<file path="config.mk">
export PLATFORM = sky130hd
export DESIGN_NAME = risc_fetch_unit
export DESIGN_NICKNAME = d
export VERILOG_FILES = /design/src/rtl/risc_fetch_unit.sv
export SDC_FILE = /design/constraint.sdc
export NUM_CORES = 1
export LEC_CHECK = 0
export BUFFER_PORTS_ARGS = -buffer_cell sky130_fd_sc_hd__buf_4
export CORE_UTILIZATION = 30
export DETAILED_ROUTE_END_ITERATION = 7
export PLACE_DENSITY = 0.44
export SYNTH_ARGS = -nofsm -noshare
export SYNTH_HDL_FRONTEND = slang
export SYNTH_SLANG_ARGS = --single-unit
</file>
<file path="constraint.sdc">
create_clock -name clk -period 2.75 [get_ports clk]
set_input_delay 0.275 -clock clk [delete_from_list [all_inputs] [get_ports clk]]
set_output_delay 0.275 -clock clk [all_outputs]
set_load 0.005 [all_outputs]
</file>
<file path="src/rtl/risc_fetch_unit.sv">
// risc_fetch_unit: instruction fetch stage feeding the execute/write-back core.
// Owns the PC, issues one-word reads to an instruction memory with a fixed
// one-cycle read latency, buffers the returned words in a small prefetch
// queue and hands them to execute together with their address.
//
// Handshake: an instruction moves to execute in every cycle where
// ir_valid && ir_ready are both high. ir_valid never depends on ir_ready,
// and ir/ir_pc stay stable while ir_valid=1 and ir_ready=0.
//
// Optional build macro FETCH_HLT_STOP_EN: when defined, a fetched word whose
// top opcode nibble is 4'b1001 (HLT) stops further fetching. The HLT word is
// still delivered, and fetching resumes only after a redirect or reset.
module risc_fetch_unit #(
   parameter int WIDTH    = 32,
   parameter int ADDRSIZE = 12,
   parameter int DEPTH    = 4,
   parameter logic [ADDRSIZE-1:0] RESET_PC = '0
) (
   input  logic                clk,
   input  logic                reset,
   output logic                imem_req,
   output logic [ADDRSIZE-1:0] imem_addr,
   input  logic [WIDTH-1:0]    imem_rdata,
   input  logic                redirect,
   input  logic [ADDRSIZE-1:0] redirect_pc,
   input  logic                halt,
   output logic                ir_valid,
   output logic [WIDTH-1:0]    ir,
   output logic [ADDRSIZE-1:0] ir_pc,
   input  logic                ir_ready,
   output logic [ADDRSIZE-1:0] fetch_pc
);

   localparam int PTR_W = (DEPTH > 1) ? $clog2(DEPTH) : 1;
   localparam int CNT_W = PTR_W + 1;
   localparam logic [CNT_W:0] DEPTH_C = (CNT_W + 1)'(DEPTH);

   localparam logic [1:0] ST_RUN     = 2'd0;
   localparam logic [1:0] ST_FLUSH   = 2'd1;
`ifdef FETCH_HLT_STOP_EN
   localparam logic [1:0] ST_STOPPED = 2'd2;
`endif

   // Architectural state
   logic [ADDRSIZE-1:0] pc_q, pc_d;
   logic [1:0]          state_q, state_d;
   logic                inflight_q, inflight_d;
   logic [ADDRSIZE-1:0] inflight_pc_q, inflight_pc_d;
   logic [PTR_W-1:0]    rd_ptr_q, rd_ptr_d;
   logic [PTR_W-1:0]    wr_ptr_q, wr_ptr_d;
   logic [CNT_W-1:0]    count_q, count_d;
   logic [WIDTH-1:0]    mem_ir_q [DEPTH];
   logic [WIDTH-1:0]    mem_ir_d [DEPTH];
   logic [ADDRSIZE-1:0] mem_pc_q [DEPTH];
   logic [ADDRSIZE-1:0] mem_pc_d [DEPTH];
   // Last head shown to execute; drives ir/ir_pc while the queue is empty
   logic [WIDTH-1:0]    hold_ir_q, hold_ir_d;
   logic [ADDRSIZE-1:0] hold_pc_q, hold_pc_d;

   // Per-cycle control
   logic                issue;
   logic                push;
   logic                pop;
   logic                hlt_push;
   logic [CNT_W:0]      occ;

   assign ir_valid  = (count_q != '0);
   assign ir        = ir_valid ? mem_ir_q[rd_ptr_q] : hold_ir_q;
   assign ir_pc     = ir_valid ? mem_pc_q[rd_ptr_q] : hold_pc_q;
   assign imem_req  = issue;
   assign imem_addr = pc_q;
   assign fetch_pc  = pc_q;

   // A returning word is kept only if no redirect arrives in its response cycle
   assign push = inflight_q && !redirect;
   // A redirect discards the queue, so a pop in that cycle does not count
   assign pop  = ir_valid && ir_ready && !redirect;

`ifdef FETCH_HLT_STOP_EN
   assign hlt_push = push && (imem_rdata[WIDTH-1 -: 4] == 4'b1001);
`else
   assign hlt_push = 1'b0;
`endif

   // Issue decision: room counts both queued words and the read in flight
   always_comb begin
      occ   = {1'b0, count_q} + {{CNT_W{1'b0}}, inflight_q};
      issue = 1'b0;
      if (!reset && !redirect && !halt && !hlt_push &&
          (state_q == ST_RUN || state_q == ST_FLUSH) && (occ < DEPTH_C)) begin
         issue = 1'b1;
      end
   end

   // Next-state logic for PC, FSM, in-flight tracking and prefetch queue
   always_comb begin
      pc_d          = pc_q;
      state_d       = state_q;
      inflight_d    = inflight_q;
      inflight_pc_d = inflight_pc_q;
      rd_ptr_d      = rd_ptr_q;
      wr_ptr_d      = wr_ptr_q;
      count_d       = count_q;
      mem_ir_d      = mem_ir_q;
      mem_pc_d      = mem_pc_q;
      hold_ir_d     = hold_ir_q;
      hold_pc_d     = hold_pc_q;

      if (ir_valid) begin
         hold_ir_d = mem_ir_q[rd_ptr_q];
         hold_pc_d = mem_pc_q[rd_ptr_q];
      end

      if (redirect) begin
         // Redirect wins over everything: drop queue and in-flight read
         pc_d       = redirect_pc;
         state_d    = ST_FLUSH;
         inflight_d = 1'b0;
         rd_ptr_d   = '0;
         wr_ptr_d   = '0;
         count_d    = '0;
      end else begin
         inflight_d    = issue;
         inflight_pc_d = pc_q;
         if (issue) begin
            pc_d = pc_q + 1'b1;
         end
         if (state_q == ST_FLUSH) begin
            state_d = ST_RUN;
         end

         if (push) begin
            mem_ir_d[wr_ptr_q] = imem_rdata;
            mem_pc_d[wr_ptr_q] = inflight_pc_q;
            wr_ptr_d           = wr_ptr_q + 1'b1;
         end
         if (pop) begin
            rd_ptr_d = rd_ptr_q + 1'b1;
         end
         unique case ({push, pop})
            2'b10:   count_d = count_q + 1'b1;
            2'b01:   count_d = count_q - 1'b1;
            default: count_d = count_q;
         endcase

`ifdef FETCH_HLT_STOP_EN
         // HLT arrived: park, and restart point is the word after HLT
         if (hlt_push) begin
            state_d    = ST_STOPPED;
            pc_d       = inflight_pc_q + 1'b1;
            inflight_d = 1'b0;
         end
`endif
      end
   end

   // State registers with synchronous reset
   always_ff @(posedge clk) begin
      if (reset) begin
         pc_q          <= RESET_PC;
         state_q       <= ST_RUN;
         inflight_q    <= 1'b0;
         inflight_pc_q <= '0;
         rd_ptr_q      <= '0;
         wr_ptr_q      <= '0;
         count_q       <= '0;
         hold_ir_q     <= '0;
         hold_pc_q     <= '0;
         for (int i = 0; i < DEPTH; i++) begin
            mem_ir_q[i] <= '0;
            mem_pc_q[i] <= '0;
         end
      end else begin
         pc_q          <= pc_d;
         state_q       <= state_d;
         inflight_q    <= inflight_d;
         inflight_pc_q <= inflight_pc_d;
         rd_ptr_q      <= rd_ptr_d;
         wr_ptr_q      <= wr_ptr_d;
         count_q       <= count_d;
         hold_ir_q     <= hold_ir_d;
         hold_pc_q     <= hold_pc_d;
         mem_ir_q      <= mem_ir_d;
         mem_pc_q      <= mem_pc_d;
      end
   end

endmodule

</file>
---- Yosys cells after proc, flatten, opt, wreduce, memory -nomap -nowiden ----
Cells that the tools add are included.
cells by class
  multiplexer cells ....................... 20
  equality and inequality tests ........... 2
  $add $sub $neg .......................... 6
  reduce and logical (&&, ||, !) cells .... 19
  magnitude comparators ................... 4
  bitwise logic cells ..................... 3
operators by type and width
  cell                                                        number
  bitwise mux 128 bit                                         1
  two-way mux 32 bit                                          4
  two-way mux 12 bit                                          6
  binary-select mux 32 bit (select 2 bit)                     1
  demux 32 bit (select 2 bit)                                 1
  bitwise mux 48 bit                                          1
  binary-select mux 12 bit (select 2 bit)                     1
  demux 12 bit (select 2 bit)                                 1
  adder 12 x 1 -> 12 bit, second input constant               1
  logical AND 1 bit                                           8
  >= comparator 3 bit, second input constant                  2
  NOT 2 -> 3 bit                                              2
  one-hot mux 3 bit (2 select lines)                          1
  nonzero test 2 bit                                          3
  adder 2 x 1 -> 2 bit, second input constant                 2
  adder 3 x 1 -> 4 bit                                        1
  less-than comparator 4 x 3 -> 1 bit, second input constant  1
  adder 3 x 1 -> 3 bit, second input constant                 1
  logical NOT 1 bit                                           3
  less-than comparator 3 x 1 -> 1 bit, second input constant  1
  two-way mux 1 bit                                           3
  nonzero test 3 bit                                          1
  subtractor 3 x 1 -> 3 bit, second input constant            1
  equality test 2 x 1 -> 1 bit, second input constant         1
  6 further kinds                                             6
word-level totals
  bits of input ports ..................... 49
  register bits after elaboration ......... 253
  logic and storage cells ................. 71
  output and inout bits ................... 70

---- Logic depth before layout (Yosys ltp) ----
Gate-level depths: netlist of run 1.
  word-level depth ........................ 8
  gate-level depth with buffers ........... 10
  depth with buffers taken out ............ 8

---- Worst setup path before layout of run 1 ----
OpenSTA, ideal clock, no wires.
  path type ............................... reg-to-reg
  start ................................... reg count_q[0]
  end ..................................... reg count_q[2]
  data required time ...................... 2.679 ns
  arrival time ............................ 2.410 ns
  library setup time ...................... 0.071 ns
  clock period less this slack ............ 2.480 ns
  setup slack ............................. 0.270 ns
  cell stages (with the launch flop) ...... 11
  buffers on the path ..................... 2
  cells stage by stage .................... dfxtp_1 -> nor3_1 -> clkbuf_1 -> clkbuf_1 -> nor3b_1 -> ha_1 -> inv_1 -> fa_1 -> xor2_1 -> or3_1 -> a21oi_1
between the ends
  word-level cells in the longest chain between the ends .. 5
  elaborated cells on any way between the ends .. 9
  those cells by class .................... 2 x add/sub; 2 x eq/ne; 1 x mux; 4 x reduce/logical
RTL lines
  what                                                                             RTL line  source
  start: declaration                                                               51        logic [CNT_W-1:0] count_q, count_d;
  start signal: assignment                                                         180       count_q <= count_d;
  nonzero test 3 bit (*)                                                           67        assign ir_valid = (count_q != '0);
  logical AND 1 bit (*) (2 in series)                                              77        assign pop = ir_valid && ir_ready && !redirect;
  net pop                                                                          63        logic pop;
  equality test 2 x 1 -> 1 bit / equality test 2 bit (equally long branches)       140       unique case ({push, pop})
  one-hot mux 3 bit (2 select lines) / nonzero test 2 bit (equally long branches)  n/a
Mark *: on every way through the listed nets, which the timed path passes. The rest lies on a longest branch.
A chain may end at the register's enable or synchronous reset.

---- Worst setup path after layout of run 1 ----
  start ................................... reg rd_ptr_q[1]
  end ..................................... out ir[30]
between the ends
  word-level cells in the longest chain between the ends .. 5
RTL lines
  what                                                    RTL line  source
  start: declaration                                      49        logic [PTR_W-1:0] rd_ptr_q, rd_ptr_d;
  start signal: assignment                                178       rd_ptr_q <= rd_ptr_d;
  NOT 2 -> 3 bit (implied by the code)                    68        assign ir = ir_valid ? mem_ir_q[rd_ptr_q] : hold_ir_q;
  binary-select mux 32 bit (select 2 bit)                 68
  two-way mux 32 bit (implied by the code) (2 in series)  68
  two-way mux 32 bit                                      n/a
  end: declaration                                        28        output logic [WIDTH-1:0] ir,
No other way between the ends. The select of a mux whose other input is x is not followed.

==> reports/results.ini, run 1 <==
[timing]
drv_slew=0
tns_ns=0
setup_viol=0
slew_headroom=0.3017
hold_viol_final=0
rsz0062_at_grt=false
worstMarginPinSlew_ns=1.047
finalCritPeriodShare=0.9263
fin_crit_ns=2.547
max_clock_freq_ghz=0.3926
finClkSkew_ns=0.007766
whs_ns=0.02230

[synthesis]
synth_area_leaders=dfxtp_1 (49%), nand2_1 (13%), mux4_2 (9.6%)
syn-cell-area_um2=10310
synth.net_count=1205
synth_seq_cells=252
synth_top_cell_by_area=dfxtp_1
netlist_top_cells_count=nand2_1 (362), dfxtp_1 (252), a21oi_1 (186), clkbuf_1 (72), nor2b_1 (48)
synth_ff_type=dfxtp_1
yosysSeqAreaShare=0.4894
synth.avg_cell_area_um2=8.971
async_reset_ff_frac=0
synth_top_cell_area_share=0.4894
synth.most_common_cell=nand2_1
ys_types=38
yosys_warnings=0
synth_edf_count=0
synth_cells=1149

[routing]
viasPerCell=4.675
antenna_left=0
drc=0
dr.first_iter.drc_count=464
via_count=7980
routed_wl_um=27600
wire_per_inst_um=16.17
first_pass_iters=5

[placement]
place_congestion=0.7483
io_buffer_count=118
placed_area_um2=11610
dp_hpwl_um=15620

[critical_path]
critPathLaunch=rd_ptr_q[1]
cp-start-kind=flip-flop
worst_ep_arrival_time_ns=2.27
reg2reg_from=count_q[0]
path_class=flip-flop to primary output
reg2reg_depth=8
critPathCapture=ir[30]
crit_fanout=20
r2r_setup_slack_ns=0.52
r2r-end=count_q[2]
critical_path_required_ns=2.48
endpoint_kind=primary output

[final_layout]
fillCellCount=3490
n_antenna_cell=0
final_util=0.3752
drive_gt1_frac=0.2192
area.growth.synth_to_final_pct=22.66
design_area_um2=12640
nNetsFinal=1302

[power_and_ir_drop]
p_comb_frac=0.047
switching_share=0.2230
p_per_area_nw_per_um2=591.4
p_seq_frac=0.498
power_switching_mw=1.668
clkPwrFrac=0.455
p_total_mw=7.477
total_leakage_power_nw=4.532
peakVddDrop_v=0.0004555
intPower_mw=5.809

[grt]
grt_pass1_wl_um=44130
grt_max_degree=94
antenna_found_initial=0
grt_use_total=0.1566
grt_pass1_vias=7828
grt-ovfl-total=0

[floorplanning]
die_area_um2=35100
die_x_um=187.4
io-pin-count=119
core_area_um2=33700
initial_core_util=0.3059
floorplan.rows=67
die_h_um=187.4

[clock_network]
clockBufferDepth=3
htree_num_levels=1
cts_buffers=29
cts_tree=built
insertion_delay_ns=0.53
postCtsSetupBuffers=0
path_clk_slew_ns=0.06
clock_sinks=252
cts_root_buf=clkbuf_16

[min_path]
hold_class=input port to flip-flop
whs_path_depth=3

[run]
maxCapViolations=0

[outcome]
outcome=finished clean

[power groups by stage]
stage               Sequential (mW)  Clock [mW]  Combinational (mW)
finish                         3.73        3.40               0.350
global route                   3.73        3.68               0.384
CTS                            3.73        3.52               0.354
detailed placement             3.81           0               0.328
global placement               3.81           0               0.330
floorplan                      3.79           0               0.173
[worst min path at each step]
stage,startpoint,endpoint,slack [ns]
finish,imem_rdata[10],mem_ir_q[74],0.02
global route,imem_rdata[12],mem_ir_q[108],0.003
CTS,imem_rdata[25],mem_ir_q[25],0.0001
detailed placement,mem_ir_q[30],mem_ir_q[30],0.44
global placement,mem_pc_q[45],mem_pc_q[45],0.44
floorplan,imem_rdata[0],mem_ir_q[0],0.41
[cell families (layout without fill, tap and decap cells)]
| family | Yosys count | after routing | synth area share |
|---|---|---|---|
| multiplexers | 101 | 101 | 0.1570 |
| buffers and inverters | 114 | 224 | 0.04673 |
| adder cells (fa/ha/maj) | 7 | 7 | 0.009225 |
| XOR/XNOR | 10 | 10 | 0.008498 |
| flip-flops | 252 | 252 | 0.4894 |
| AND/OR/NAND/NOR | 460 | 460 | 0.1850 |
| AO/OA/AOI/OAI | 205 | 205 | 0.1042 |
[per-layer routing]
metal / part of all wire / global-route usage
met4: 0.011 / 0.02995
met2: 0.46 / 0.2548
met3: 0.051 / 0.02777
met5: 0 / 0
met1: 0.48 / 0.2171
[state kept, by name (all words and copies together) (netlist names)]
signal,flops
mem_pc_q,48
hold_ir_q,32
count_q,3
inflight_pc_q,12
mem_ir_q,128
hold_pc_q,12
rd_ptr_q,2
wr_ptr_q,2
fetch_pc,12
inflight_q,1
[final cells by class]
class	instances	area (um^2)	share of cell area
clock buffers	42	794.5	0.06284
repair buffers	163	1364	0.1079
inverters	17	63.81	0.005047
well taps	448	560.5	0.04433
clock inverters	2	10.01	0.0007917
flip-flops and latches	252	5050	0.3994
multi-input cells	783	4801	0.3797
[worst max-delay path, cell delays in order, from the launching register on]
cell and delay [ns]:
dfxtp_4 0.36, buf_4 0.38, mux4_2 0.58, mux2_2 0.29
buf_4 0.14
[through the flow]
stage / setup slack, ns / instances
5_1_grt: 0.07863 / 1707
3_5_place_dp: 0.5394 / 1641
6_report: 0.2026 / 1707
2_1_floorplan: 0.2697 / 1149
3_3_place_gp: 0.5599 / 1641
4_1_cts: 0.06712 / 1707
[cells in the final DEF, fill, tap and decap left out, types with 5 or more instances in the layout]
cell	n
mux2i_1	12
mux4_2	44
nor2b_1	48
clkbuf_16	29
o21ai_0	5
clkbuf_1	11
dfxtp_1	250
buf_12	6
nor2_1	27
o21a_1	5
nand2_1	358
dlygate4sd3_1	22
a21oi_1	186
xnor2_1	8
inv_1	17
ha_1	6
buf_4	133
mux2_2	45
[timing repair]
item | 4_1_cts | 5_1_grt
hold buffers | 22 | 0
resized for setup | 0 | 1
setup endpoints to repair | 0 | 44
endpoints found under the hold margin | 44 | 0
(Power assumes the default switching activity.)
==> run 2: changes to the inputs <==
--- a/config.mk
+++ b/config.mk
@@ -5,7 +5,8 @@
 export SDC_FILE = /design/constraint.sdc
 export NUM_CORES = 1
 export LEC_CHECK = 0
-export BUFFER_PORTS_ARGS = -buffer_cell sky130_fd_sc_hd__buf_4
+export BUFFER_PORTS_ARGS = -buffer_cell sky130_fd_sc_hd__buf_2
+export CORE_MARGIN = 2
 export CORE_UTILIZATION = 30
 export DETAILED_ROUTE_END_ITERATION = 7
 export PLACE_DENSITY = 0.44
==> run 2 against run 1 <==
Clock skew is essentially flat. Combinational power shrank 7.1%. Die area grew 2.1%. Power grew 1.5%. Routed wire length grew 2.0%. Maximum frequency grew 1.0%. Final cell count grew 1.3%. Largest cell class unchanged. Critical path depth is the same. Design area shrank 0.57%. Core utilization shrank 0.22 points. First-iteration DRC count grew 14%.
==> reports/results.ini, run 2 (synthesis results as in run 1) <==
[critical_path]
cp_slowest_cell=mux4_2
crit_fanout=13
critical_path.cell_chain=buf_4 -> mux4_2 -> mux2_2 -> buf_2
critical_path_required_ns=2.48
worst_ep_arrival_time_ns=2.25
endpoint_kind=primary output
cp-start-kind=flip-flop
path_class=flip-flop to primary output
slowest_delay_ns=0.54

[timing]
setup_viol=0
slew_headroom=0.3814
fin_crit_ns=2.522
drv_slew=0
rsz0062_at_grt=false
worstMarginPinSlew_ns=0.9280
hold_viol_final=0
tns_ns=0
finalCritPeriodShare=0.9170
max_clock_freq_ghz=0.3966
finClkSkew_ns=0.008006

[grt]
grt-ovfl-total=0
grt_max_degree=191
grt_pass1_wl_um=44630
grt_pass1_vias=7909
grt_use_total=0.1555
antenna_found_initial=0

[power_and_ir_drop]
power_switching_mw=1.698
clkPwrFrac=0.466
p_per_area_nw_per_um2=603.5
peakVddDrop_v=0.0005340
total_leakage_power_nw=4.597
p_total_mw=7.586
switching_share=0.2238
intPower_mw=5.888
p_comb_frac=0.043
p_seq_frac=0.491

[floorplanning]
die_h_um=189.4
core_area_um2=33700
floorplan.rows=67
io-pin-count=119
initial_core_util=0.3059
die_x_um=189.4
die_area_um2=35860

[routing]
antenna_left=0
drc=0
wire_per_inst_um=16.28
dr.first_iter.drc_count=528
via_count=8181
first_pass_iters=4
viasPerCell=4.732
routed_wl_um=28140

[placement]
place_inst=1638
io_buffer_count=118
dp_hpwl_um=15860
place_congestion=0.7230

[final_layout]
largest_register_ffs=128
n_antenna_cell=0
stdcell_count=1729
nNetsFinal=1318
final_cell_mix=nand2_1 (358), dfxtp_1 (250), a21oi_1 (186)
final_common_cell=nand2_1
top_register=mem_ir_q
drive_gt1_frac=0.2225
area.growth.synth_to_final_pct=21.96
reg_top3=mem_ir_q: 128 flops, mem_pc_q: 48 flops, hold_ir_q: 32 flops
final_util=0.3730

[min_path]
hold_class=input port to flip-flop

[clock_network]
cts_buffers=29
path_clk_slew_ns=0.06
clock_sinks=252
clockBufferDepth=3
cts_root_buf=clkbuf_16
htree_num_levels=1
insertion_delay_ns=0.54
cts_tree=built

[run]
maxCapViolations=0

[outcome]
outcome=finished clean

==> run 2: cell types whose count changed in the layout (fill, tap and decap cells not counted), sizes merged <==
cell | previous run | this run
buf | 140 | 144
dlygate4sd3 | 22 | 34
clkbuf | 43 | 47
clkinv | 2 | 4
==> run 2: power by group through the flow <==
stage	sequential, mW	combinational [mW]	clock, mW
2_1_floorplan	3.79	0.173	0
3_3_place_gp	3.80	0.292	0
3_5_place_dp	3.81	0.291	0
4_1_cts	3.72	0.331	3.66
5_1_grt	3.73	0.360	3.81
6_report	3.73	0.325	3.54
==> run 2: final cells by class <==
cell class	count	area [um^2]
Tap cell	448	560.5
Timing Repair Buffer	179	1234
Fill cell	3491	21130
Clock inverter	4	20.02
Clock buffer	46	839.6
Inverter	17	63.81
Sequential cell	252	5052
Multi-Input combinational cell	783	4801
==> run 2: worst paths after layout <==
| path | slack (ns) | end | cells after the start | start |
|---|---|---|---|---|
| min reg2reg | 0.45 | mem_ir_q[6] | 2 | mem_ir_q[6] |
| min | 0.02 | fetch_pc[10] | 3 | redirect_pc[10] |
| max reg2reg | 0.53 | fetch_pc[11] | 4 | inflight_q |
| max | 0.23 | ir[10] | 4 | rd_ptr_q[1] |
==> run 2: critical path: cells and delay by family (launching register included) <==
family	cells	cell delay, ns
buffers and inverters	2	0.40
muxes	2	0.83
DFF	1	0.47
==> run 2: stage by stage <==
| step | instance area, um^2 | setup WS (ns) | hold slack [ns] |
|---|---|---|---|
| floorplan | 10310 | 0.2697 | 0.4110 |
| global placement | 11310 | 0.5799 | 0.4388 |
| detailed placement | 11310 | 0.5322 | 0.4435 |
| CTS | 12510 | 0.05544 | 0.001870 |
| global route | 12570 | 0.1459 | 0.005640 |
| finish | 12570 | 0.2283 | 0.01899 |
==> run 2: repair_timing <==
item                       4_1_cts  5_1_grt
hold buffers                    34        0
setup endpoints to repair        0        5
hold endpoints to repair        95        0
resized for setup                0        1
buffers inserted                 0        7
==> run 2: layer usage <==
| layer | vias up | global-route usage | wire length [um] |
|---|---|---|---|
| li1 | 4048 | - | - |
| met1 | 3918 | 0.2267 | 14110 |
| met2 | 182 | 0.2425 | 12220 |
| met3 | 33 | 0.02502 | 1434 |
| met4 | 0 | 0.03190 | 384 |
| met5 | - | 0 | 0 |
==> run 3: changes to the inputs <==
--- a/config.mk
+++ b/config.mk
@@ -6,6 +6,7 @@
 export NUM_CORES = 1
 export LEC_CHECK = 0
 export BUFFER_PORTS_ARGS = -buffer_cell sky130_fd_sc_hd__buf_2
+export CORE_ASPECT_RATIO = 1.75
 export CORE_MARGIN = 2
 export CORE_UTILIZATION = 30
 export DETAILED_ROUTE_END_ITERATION = 7
@@ -13,3 +14,4 @@
 export SYNTH_ARGS = -nofsm -noshare
 export SYNTH_HDL_FRONTEND = slang
 export SYNTH_SLANG_ARGS = --single-unit
+export TNS_END_PERCENT = 10
==> run 3 against run 2 <==
Critical path depth unchanged. Clock power decreased by 4%. Design area is 0.85% lower. Final cell count down 0.52%. Clock-buffer cell count is 8 lower. Core utilization down 0.36 points. Clock skew is 0.0012 ns higher. Sequential share of layout area rose by 0.34 points. Critical path type unchanged. Largest cell class unchanged. Highest routed layer unchanged.
==> reports/results.ini, run 3 (synthesis results as in run 1) <==
[outcome]
outcome=finished clean

[final_layout]
nNetsFinal=1304
seqCellArea_um2=5052
top_register=mem_ir_q
area.growth.synth_to_final_pct=20.93
drive_gt1_frac=0.2198
n_antenna_cell=0
fillCellCount=3443
design_area_um2=12460
final_common_cell=nand2_1
reg_top3=mem_ir_q: 128 flops, mem_pc_q: 48 flops, hold_ir_q: 32 flops
largest_register_ffs=128
multiInputGateArea_um2=4801
final_cell_mix=nand2_1 (358), dfxtp_1 (250), a21oi_1 (186)

[power_and_ir_drop]
p_per_area_nw_per_um2=598.1
switching_share=0.2245
peakVddDrop_v=0.0004109
power_switching_mw=1.673
intPower_mw=5.782
clkPwrFrac=0.458
p_comb_frac=0.043
total_leakage_power_nw=4.541
p_seq_frac=0.499

[timing]
max_clock_freq_ghz=0.3796
finClkSkew_ns=0.009217
fin_crit_ns=2.634
slew_headroom=0.2285
rsz0062_at_grt=false
tns_ns=0
worstMarginPinSlew_ns=1.157
finalCritPeriodShare=0.9580
hold_viol_final=0
drv_slew=0
setup_viol=0

[clock_network]
path_clk_slew_ns=0.06
cts_root_buf=clkbuf_16
htree_num_levels=1
cts_buffers=26
clock_sinks=252
clockBufferDepth=3
cts_tree=built
insertion_delay_ns=0.54

[grt]
grt_pass1_wl_um=45050
grt-ovfl-total=0
antenna_found_initial=0
grt_pass1_vias=7977
grt_max_degree=246
grt_use_total=0.1595

[routing]
routed_wl_um=28440
antenna_left=0
viasPerCell=4.655
dr.first_iter.drc_count=430
first_pass_iters=4
drc=0
via_count=8006
wire_per_inst_um=16.53

[floorplanning]
die_area_um2=35920
floorplan.rows=89
io-pin-count=119
die_h_um=249.2
initial_core_util=0.3055
core_area_um2=33740
die_x_um=144.1

[critical_path]
crit_fanout=15
path_class=flip-flop to primary output
cp-start-kind=flip-flop
critical_path_required_ns=2.48
critical_path.cell_chain=buf_4 -> mux4_2 -> mux2_2 -> buf_2
worst_ep_arrival_time_ns=2.36
cp_slowest_cell=dfxtp_4
slowest_delay_ns=0.58
endpoint_kind=primary output

[placement]
place_congestion=0.7101
dp_hpwl_um=16200
placed_area_um2=11340
io_buffer_count=118

[min_path]
hold_class=input port to flip-flop

[run]
maxCapViolations=0

-- run 3: worst paths after layout --
| path | from | to | slack [ns] | depth (start not counted) |
|---|---|---|---|---|
| worst min-delay path | imem_rdata[23] | mem_ir_q[55] | 0.02 | 3 |
| worst max-delay path | rd_ptr_q[1] | ir[2] | 0.12 | 4 |
| worst max register to register | inflight_q | fetch_pc[11] | 0.48 | 4 |
| worst min register to register | mem_ir_q[8] | mem_ir_q[8] | 0.45 | 2 |
-- run 3: cell type report --
cell class / instances / share of cell area
inverters: 17 / 0.005119
repair buffers: 168 / 0.09396
clock buffers: 38 / 0.05993
well taps: 455 / 0.04567
clock inverters: 7 / 0.004818
multi-input cells: 783 / 0.3852
flip-flops and latches: 252 / 0.4053
-- run 3: power by group through the flow --
stage                     logic [mW]  registers, mW  clock network [mW]
after floorplan                0.173           3.79                   0
after global placement         0.289           3.81                   0
after detailed placement       0.289           3.81                   0
after CTS                      0.324           3.72                3.54
after global routing           0.352           3.73                3.67
final                          0.318           3.72                3.41
-- run 3: per-layer routing --
layer	GRT usage	wire length [um]
met1	0.1970	12310
met2	0.2861	14600
met3	0.02230	1041
met4	0.04286	487
met5	0	0
-- run 3: per-stage QoR --
stage / power, mW / instances / setup slack, ns / util / hold WS, ns
floorplan: 3.967 / 1149 / 0.2697 / - / 0.4110
global placement: 4.094 / 1645 / 0.5451 / 0.3360 / 0.4387
detailed placement: 4.095 / 1645 / 0.4854 / 0.3360 / 0.4431
CTS: 7.590 / 1720 / 0.03666 / 0.3693 / 0.00001343
global route: 7.752 / 1720 / 0.006149 / 0.3694 / 0.004403
finish: 7.455 / 1720 / 0.1155 / 0.3694 / 0.01717
-- run 3: timing repair --
| action | in CTS | in global routing |
|---|---|---|
| resized for setup | 0 | 1 |
| endpoints found under the hold margin | 73 | 0 |
| buffers inserted | 1 | 0 |
| hold buffers | 29 | 0 |
| setup endpoints to repair | 4 | 14 |
-- run 3: worst max-delay path: cells and delay by family (launching register included) --
kind     cells  cell delay [ns]
mux          2             0.82
flops        1             0.58
buf+inv      2             0.41
